==> config.mk <==
export PLATFORM = sky130hd
export DESIGN_NAME = mipi_tx_sync_gen
export DESIGN_NICKNAME = d
export VERILOG_FILES = /design/src/rtl/mipi_dsi_pkg.sv /design/src/rtl/mipi_tx_timing_cnt.sv /design/src/rtl/mipi_tx_sync_gen.sv
export SDC_FILE = /design/constraint.sdc
export NUM_CORES = 1
export LEC_CHECK = 0
export BUFFER_PORTS_ARGS = -buffer_cell sky130_fd_sc_hd__buf_2
export CAP_MARGIN = 20
export CORE_MARGIN = 2
export CORE_UTILIZATION = 57
export CTS_BUF_LIST = sky130_fd_sc_hd__clkbuf_16
export CTS_CLUSTER_DIAMETER = 60
export CTS_CLUSTER_SIZE = 10
export DETAILED_ROUTE_END_ITERATION = 10
export GPL_TIMING_DRIVEN = 0
export MAX_ROUTING_LAYER = met4
export PLACE_DENSITY = 0.8
export SYNTH_ARGS = -nofsm -noshare
export SYNTH_HDL_FRONTEND = slang
export SYNTH_HIERARCHICAL = 1
export SYNTH_SLANG_ARGS = --single-unit
==> constraint.sdc <==
create_clock -name CLKn -period 2.72 [get_ports CLKn]
set_input_delay 0.408 -clock CLKn [delete_from_list [all_inputs] [get_ports CLKn]]
set_output_delay 0.408 -clock CLKn [all_outputs]
set_load 0.05 [all_outputs]
==> src/rtl/mipi_dsi_pkg.sv <==
// -----------------------------------------------------------------------------
// mipi_dsi_pkg
// Shared DSI definitions for the transmit sync generator and the receive-side
// HSync detector. Both sides compare against the same data type constants.
//   DT_*        : 6-bit DSI data type codes for sync and pixel-stream packets
//   CNT_W       : width of the line / frame position counters
//   WC_W        : width of the long-packet word count field
//   tx_state_e  : sync generator control state
// -----------------------------------------------------------------------------
package mipi_dsi_pkg;

  localparam int DT_W  = 6;
  localparam int CNT_W = 12;
  localparam int WC_W  = 16;

  localparam logic [DT_W-1:0] DT_VSS    = 6'h01;
  localparam logic [DT_W-1:0] DT_VSE    = 6'h11;
  localparam logic [DT_W-1:0] DT_HSS    = 6'h21;
  localparam logic [DT_W-1:0] DT_HSE    = 6'h31;
  localparam logic [DT_W-1:0] DT_RGB888 = 6'h3E;

  typedef enum logic [1:0] {
    ST_IDLE = 2'd0,
    ST_RUN  = 2'd1,
    ST_WAIT = 2'd2
  } tx_state_e;

endpackage

==> src/rtl/mipi_tx_timing_cnt.sv <==
// -----------------------------------------------------------------------------
// mipi_tx_timing_cnt
// Horizontal / vertical position counters for the DSI video timing, plus the
// position flags decoded from them.
//   CLKn, RSTn   : clock and synchronous active-low reset
//   clr          : hold both counters at 0
//   adv          : advance one position (low = frozen)
//   line_start   : h = 0
//   hse_pos      : h = H_SYNC
//   active_start : h = H_SYNC + H_BP
//   active_line  : v inside the active line range
//   pix_window   : h inside the active pixel range
//   frame_first  : v = 0
//   vse_line     : v = V_SYNC
//   frame_last   : last position of the frame
// -----------------------------------------------------------------------------
module mipi_tx_timing_cnt
  import mipi_dsi_pkg::*;
#(
  parameter int H_SYNC   = 4,
  parameter int H_BP     = 88,
  parameter int H_ACTIVE = 1920,
  parameter int H_FP     = 88,
  parameter int V_SYNC   = 5,
  parameter int V_BP     = 36,
  parameter int V_ACTIVE = 1080,
  parameter int V_FP     = 4
) (
  input  logic CLKn,
  input  logic RSTn,
  input  logic clr,
  input  logic adv,
  output logic line_start,
  output logic hse_pos,
  output logic active_start,
  output logic active_line,
  output logic pix_window,
  output logic frame_first,
  output logic vse_line,
  output logic frame_last
);

  localparam int H_TOTAL = H_SYNC + H_BP + H_ACTIVE + H_FP;
  localparam int V_TOTAL = V_SYNC + V_BP + V_ACTIVE + V_FP;
  localparam int CW1     = CNT_W + 1;

  localparam logic [CNT_W-1:0] H_LAST  = CNT_W'(H_TOTAL - 1);
  localparam logic [CNT_W-1:0] V_LAST  = CNT_W'(V_TOTAL - 1);
  localparam logic [CNT_W-1:0] H_HSE   = CNT_W'(H_SYNC);
  localparam logic [CNT_W-1:0] H_ACT0  = CNT_W'(H_SYNC + H_BP);
  localparam logic [CNT_W-1:0] V_VSE   = CNT_W'(V_SYNC);
  // Range ends can reach 4096, so range compares use one extra bit.
  localparam logic [CW1-1:0]   PIX_LO  = CW1'(H_SYNC + H_BP);
  localparam logic [CW1-1:0]   PIX_HI  = CW1'(H_SYNC + H_BP + H_ACTIVE);
  localparam logic [CW1-1:0]   VACT_LO = CW1'(V_SYNC + V_BP);
  localparam logic [CW1-1:0]   VACT_HI = CW1'(V_SYNC + V_BP + V_ACTIVE);

  logic [CNT_W-1:0] h_cnt;
  logic [CNT_W-1:0] v_cnt;

  always_ff @(posedge CLKn) begin
    if (!RSTn || clr) begin
      h_cnt <= '0;
      v_cnt <= '0;
    end else if (adv) begin
      if (h_cnt == H_LAST) begin
        h_cnt <= '0;
        v_cnt <= (v_cnt == V_LAST) ? '0 : v_cnt + 1'b1;
      end else begin
        h_cnt <= h_cnt + 1'b1;
      end
    end
  end

  always_comb begin
    line_start   = (h_cnt == '0);
    hse_pos      = (h_cnt == H_HSE);
    active_start = (h_cnt == H_ACT0);
    active_line  = ({1'b0, v_cnt} >= VACT_LO) && ({1'b0, v_cnt} < VACT_HI);
    pix_window   = ({1'b0, h_cnt} >= PIX_LO) && ({1'b0, h_cnt} < PIX_HI);
    frame_first  = (v_cnt == '0);
    vse_line     = (v_cnt == V_VSE);
    frame_last   = (h_cnt == H_LAST) && (v_cnt == V_LAST);
  end

endmodule

==> src/rtl/mipi_tx_sync_gen.sv <==
// -----------------------------------------------------------------------------
// mipi_tx_sync_gen
// DSI video-mode timing generator. Walks the line/frame raster and issues one
// packet command per sync event (VSS, VSE, HSS, HSE, RGB888 header) on a
// valid/ready interface toward the TX packetizer. While a command waits for
// acceptance the raster is frozen, so every stall cycle stretches the frame.
//   CLKn, RSTn         : clock and synchronous active-low reset
//   Enable             : run request, sampled in idle and at frame end
//   Tx_cmd_ready       : packetizer accepts the pending command
//   Tx_cmd_valid       : command pending
//   Tx_cmd_data_type   : DSI data type of the pending command
//   Tx_cmd_word_count  : long-packet word count (0 for short packets)
//   Pixel_req          : gates the upstream pixel source
//   Frame_start        : first position of each frame
//   Busy               : generator not idle
// -----------------------------------------------------------------------------
module mipi_tx_sync_gen
  import mipi_dsi_pkg::*;
#(
  parameter int H_SYNC   = 4,
  parameter int H_BP     = 88,
  parameter int H_ACTIVE = 1920,
  parameter int H_FP     = 88,
  parameter int V_SYNC   = 5,
  parameter int V_BP     = 36,
  parameter int V_ACTIVE = 1080,
  parameter int V_FP     = 4
) (
  input  logic            CLKn,
  input  logic            RSTn,
  input  logic            Enable,
  input  logic            Tx_cmd_ready,
  output logic            Tx_cmd_valid,
  output logic [DT_W-1:0] Tx_cmd_data_type,
  output logic [WC_W-1:0] Tx_cmd_word_count,
  output logic            Pixel_req,
  output logic            Frame_start,
  output logic            Busy
);

  localparam int H_TOTAL = H_SYNC + H_BP + H_ACTIVE + H_FP;
  localparam int V_TOTAL = V_SYNC + V_BP + V_ACTIVE + V_FP;
  localparam logic [WC_W-1:0] WC_RGB = WC_W'(H_ACTIVE * 3);

  if (H_TOTAL > 4096 || V_TOTAL > 4096) begin : g_bad_total
    $error("mipi_tx_sync_gen: H_TOTAL / V_TOTAL exceed the 12-bit counter range");
  end
  if (H_ACTIVE * 3 > 65535) begin : g_bad_wc
    $error("mipi_tx_sync_gen: H_ACTIVE*3 does not fit the 16-bit word count");
  end
  // Two-cycle event spacing guarantees a single outstanding command.
  if (H_SYNC < 2 || H_BP < 2 || H_ACTIVE < 2 || H_FP < 2) begin : g_bad_h
    $error("mipi_tx_sync_gen: horizontal segments must be at least 2 cycles");
  end
  if (V_SYNC < 1 || V_BP < 1 || V_ACTIVE < 1 || V_FP < 1) begin : g_bad_v
    $error("mipi_tx_sync_gen: vertical segments must be at least 1 line");
  end

  tx_state_e       state;
  tx_state_e       state_nxt;
  logic            stall;
  logic            accept;
  logic            adv;
  logic            clr;
  logic            line_start;
  logic            hse_pos;
  logic            active_start;
  logic            active_line;
  logic            pix_window;
  logic            frame_first;
  logic            vse_line;
  logic            frame_last;
  logic            ev_hit;
  logic [DT_W-1:0] ev_type;
  logic [WC_W-1:0] ev_wc;
  logic            vld_p1;
  logic [DT_W-1:0] cmd_type_p1;
  logic [WC_W-1:0] cmd_wc_p1;
  logic            pix_req_p1;

  assign stall  = vld_p1 && !Tx_cmd_ready;
  assign accept = vld_p1 && Tx_cmd_ready;

  mipi_tx_timing_cnt #(
    .H_SYNC  (H_SYNC),
    .H_BP    (H_BP),
    .H_ACTIVE(H_ACTIVE),
    .H_FP    (H_FP),
    .V_SYNC  (V_SYNC),
    .V_BP    (V_BP),
    .V_ACTIVE(V_ACTIVE),
    .V_FP    (V_FP)
  ) u_cnt (
    .CLKn        (CLKn),
    .RSTn        (RSTn),
    .clr         (clr),
    .adv         (adv),
    .line_start  (line_start),
    .hse_pos     (hse_pos),
    .active_start(active_start),
    .active_line (active_line),
    .pix_window  (pix_window),
    .frame_first (frame_first),
    .vse_line    (vse_line),
    .frame_last  (frame_last)
  );

  always_ff @(posedge CLKn) begin
    if (!RSTn) begin
      state <= ST_IDLE;
    end else begin
      state <= state_nxt;
    end
  end

  // Enable only matters in idle and on the last position of a frame.
  always_comb begin
    state_nxt = state;
    case (state)
      ST_IDLE: if (Enable) state_nxt = ST_RUN;
      ST_RUN: begin
        if (stall) begin
          state_nxt = ST_WAIT;
        end else if (frame_last && !Enable) begin
          state_nxt = ST_IDLE;
        end
      end
      ST_WAIT: begin
        if (accept) begin
          state_nxt = (frame_last && !Enable) ? ST_IDLE : ST_RUN;
        end
      end
      default: state_nxt = ST_IDLE;
    endcase
  end

  always_comb begin
    clr         = (state == ST_IDLE);
    adv         = (state != ST_IDLE) && !stall;
    Busy        = (state != ST_IDLE);
    Frame_start = (state == ST_RUN) && line_start && frame_first;
  end

  // Line-start packet type depends on which line of the vertical sync it is.
  always_comb begin
    ev_hit  = 1'b0;
    ev_type = DT_HSS;
    ev_wc   = '0;
    if (line_start) begin
      ev_hit  = 1'b1;
      ev_type = frame_first ? DT_VSS : (vse_line ? DT_VSE : DT_HSS);
    end else if (hse_pos) begin
      ev_hit  = 1'b1;
      ev_type = DT_HSE;
    end else if (active_start && active_line) begin
      ev_hit  = 1'b1;
      ev_type = DT_RGB888;
      ev_wc   = WC_RGB;
    end
  end

  // Stage p1: registered command and pixel gate
  always_ff @(posedge CLKn) begin
    if (!RSTn) begin
      vld_p1      <= 1'b0;
      cmd_type_p1 <= '0;
      cmd_wc_p1   <= '0;
      pix_req_p1  <= 1'b0;
    end else begin
      if (adv && ev_hit) begin
        vld_p1      <= 1'b1;
        cmd_type_p1 <= ev_type;
        cmd_wc_p1   <= ev_wc;
      end else if (accept) begin
        vld_p1 <= 1'b0;
      end
      if (clr) begin
        pix_req_p1 <= 1'b0;
      end else if (adv) begin
        pix_req_p1 <= active_line && pix_window;
      end
    end
  end

  assign Tx_cmd_valid      = vld_p1;
  assign Tx_cmd_data_type  = cmd_type_p1;
  assign Tx_cmd_word_count = cmd_wc_p1;
  assign Pixel_req         = pix_req_p1;

endmodule

==> summary.md <==
| Metric | Value |
|---|---|
| Mux cell area share after synthesis | `0.00991` |
| Yosys reg bits | `32` |
| WP data required | `around 2.3 ns` |
| Clock-pin slew on the worst setup and hold paths | `0.05 ns` |
| XOR/XNOR share of the synthesized area | `0.0434` |
| Psw | `0.301 mW` |
| Die area | `4030 sq um` |
| CTS tree | `done` |
| CP cell instances | `nor4_4, nand3_1, nor4_2, and3_1, buf_2` |
| Max-Cap Viols | `0` |
| Post-Synth Adder-Cell Area | `0.0310` |
| Antenna violations before repair | `0` |
| Relative slew slack | `0.665` |
| FF-to-FF Start | `u_cnt/v_cnt[1]` |
| CORE AREA | `around 3400 sq um` |
| DR WL/cell | `approximately 12 um` |
| Top-count cell post-synth | `dfxtp_1` |
| R2R cell count | `9` |
| Setup_tns | `0 ns` |
| Synth unique cells | `51` |
| Vias in the first global route | `1,645` |
| RD Place Congestion | `0.860` |
| Largest cells by area after synthesis | `dfxtp_1, buf_4, nand3_1` |
| Avg Cell Area, Syn | `7.98 sq um` |
| Via count | `1,787` |
| DRT iter0 DRCs | `approximately 130` |
| Seq/Total Area, Yosys | `0.317` |
| Slowest CP cell | `nor4_4` |
| CTS buffer count | `5` |
| Critical path's largest stage delay | `0.43 ns` |
| Clock Skew | `0.00584 ns` |
| Std cell rows | `21` |
| Die Span Y | `63.5 um` |
| Critical path data arrival time | `around 2.1 ns` |
| Clock buffer depth | `2` |
| RSZ-0062 raised after global routing | `false` |
| Initial core utilization | `0.600` |
| Combinational family with the most area after synthesis | `simple AND/OR/NAND/NOR gates` |
| Compound-Gate Fraction of Synth Area | `0.142` |
| PwrDens | `488 nW/um^2` |
| Ys Warns | `6` |
| ANT cells | `0` |
| Final nets | `297` |
| Static leakage | `0.971 nW` |
| Overflow after GRT | `0` |
| Total routed wirelength | `4190 um` |
| Skew-Pair Late Insertion Delay | `0.27 ns` |
| 1st-pass router iterations | `4` |
| Slew Limit Fails | `0` |
| Worst reg2reg setup slack | `0.30 ns` |
| Post-synth top cells | `dfxtp_1, nor2_1, buf_4` |
| Post-DR vias/cell | `5.33` |
| Remaining DRCs | `0` |
| Cell taking the most area after synthesis | `dfxtp_1` |
| WS Path Type | `register to output pin` |
| Die X | `63.5 um` |
| Final ANT Viol Nets | `0` |
| Post-synth EDFFs | `0` |
| Post-synthesis async set-or-reset flop share | `0` |
| Pint | `0.848 mW` |
| VDD IR max | `0.000329 V` |
| Worst R2R End | `Tx_cmd_data_type[4]` |
| Status | `finished clean` |
| Clk root buf | `clkbuf_16` |
| P&R area growth vs syn | `16.5%` |
| Crit end category | `output pin` |
| First-pass GRT wire length | `7320 um` |
| Post-synthesis simple-gate area fraction | `0.328` |
| Worst Hold End | `state[0]` |
| Final hold viol count | `0` |
| Sequential Power Share | `0.423` |
| Worst slew pin tran | `0.500 ns` |
| Non-filler cells, final | `about 340` |
| HP Class | `input port to register` |
| Share of cells above drive strength 1 | `0.218` |
| Maximum clock frequency | `398 MHz` |
| Fin crit period | `approximately 2.5 ns` |
| Hold_sp | `Enable` |
| Total GRT Usage | `0.233` |
| Number of placed I/O pins | `30` |
| Post-Place Cells | `327` |
| Hold Crit Depth | `2` |
| Final setup fails | `0` |
| CP Launch Type | `register` |
| Top_reg_cell synth | `dfxtp_1` |
| Largest net degree at the start of global routing | `11` |
| Post-synth top area share | `0.317` |
| Post-CTS Hold Buffers | `0` |
| Mapped cell area | `2020 sq um` |
| CP max FO | `6` |
| # H-tree levels | `2` |
| Comb power frac | `0.133` |
| # port buffers | `17` |
| Sw frac | `0.262` |
| Clk sinks | `32` |
| Synth Instances | `253` |
| Final Cycle Share | `0.925` |
| Detailed-placement wirelength estimate | `2930 um` |
| Clk pwr share | `0.445` |
per-stage QoR:
step	setup slack (ns)	power, mW	hold WS [ns]	utilization	cell area, sq um
floorplan	0.443	0.621	0.468	-	2060
global placement	0.325	0.644	0.457	0.655	2200
detailed placement	0.319	0.646	0.462	0.655	2200
CTS	0.0130	1.16	0.396	0.696	2340
global route	0.0223	1.20	0.416	0.699	2350
finish	0.204	1.15	0.396	0.699	2350
area by class of cell:
type,count,area (sq um)
fillers,300,1010
inverters,12,50.0
well taps,46,57.6
clock buffers,5,125
repair buffers,17,85.1
flip-flops and latches,32,641
multi-input cells,188,1180
plain buffers,32,205
clock inverters,3,11.3
power groups by stage:
stage | combinational [mW] | sequential [mW] | clock (mW)
after global routing | 0.163 | 0.486 | 0.549
after CTS | 0.152 | 0.485 | 0.526
after detailed placement | 0.151 | 0.494 | 0
final | 0.152 | 0.485 | 0.511
after global placement | 0.150 | 0.494 | 0
after floorplan | 0.106 | 0.515 | 0
metal layers:
layer,up-vias,global-route usage,share of wire
met4,0,0.0815,0.013
met3,6,0.0518,0.046
met5,-,-,0
li1,936,-,-
met1,800,0.291,0.48
met2,45,0.370,0.46
timing repair:
item | in CTS | in global routing
setup endpoints to repair | 0 | 1
gates resized for setup | 0 | 2
buffers inserted | 0 | 0
how the worst max path moves through the flow:
stage	endpoint	slack (ns)	cells past startpoint	from
6_report	Frame_start	0.20	5	u_cnt/h_cnt[9]
5_1_grt	Frame_start	0.02	5	u_cnt/h_cnt[9]
4_1_cts	Frame_start	0.01	5	u_cnt/h_cnt[9]
3_5_place_dp	Frame_start	0.32	5	u_cnt/h_cnt[9]
3_3_place_gp	Frame_start	0.33	5	u_cnt/h_cnt[9]
2_1_floorplan	Frame_start	0.44	4	u_cnt/h_cnt[9]
layout by cell type, fill, tap and decap left out, types with 2 or more instances in the layout:
master	netlist	final
or2_2	3	3
or3_1	11	11
nand2b_1	3	3
ha_1	5	5
conb_1	1	12
nand3_1	16	16
nor3b_1	2	2
xor2_1	2	2
a211oi_1	2	2
dfxtp_1	32	32
mux2i_1	2	2
nand2_1	18	18
buf_2	2	19
clkbuf_16	0	5
nand4_1	8	8
a21oi_1	13	13
o21ai_0	8	8
xnor2_1	8	8
clkbuf_2	2	2
and4_1	2	2
nor2_1	21	21
buf_4	20	20
nor3_1	5	5
o221a_1	3	3
nor2b_1	3	3
or3b_2	2	2
inv_1	11	13
o32ai_1	2	2
o22ai_1	9	9
clkbuf_1	7	7
and2_1	3	3
and3_1	5	5
nor4_2	0	2
nor3_2	2	2
flip-flops by register name, indices dropped and copies added, names as in the netlist:
name and flops:
u_cnt/v_cnt 12, Pixel_req 1, Tx_cmd_valid 1, state 2
Tx_cmd_data_type 4, u_cnt/h_cnt 12
worst max-delay path: cells and delay by family, from the launching register on:
family	cells	cell delay, ns
DFF	1	0.37
buffers and inverters	1	0.26
and+or+nand+nor	4	1.20
logic make-up after synthesis:
| group | Yosys count |
|---|---|
| muxes | 2 |
| AOI/OAI and AO/OA | 44 |
| adders and majority gates | 5 |
| buffers and inverters | 44 |
| other | 1 |
| DFF | 32 |
| xor gates and xnor gates | 10 |
| and+or+nand+nor | 115 |
(Power assumes the default switching activity.)
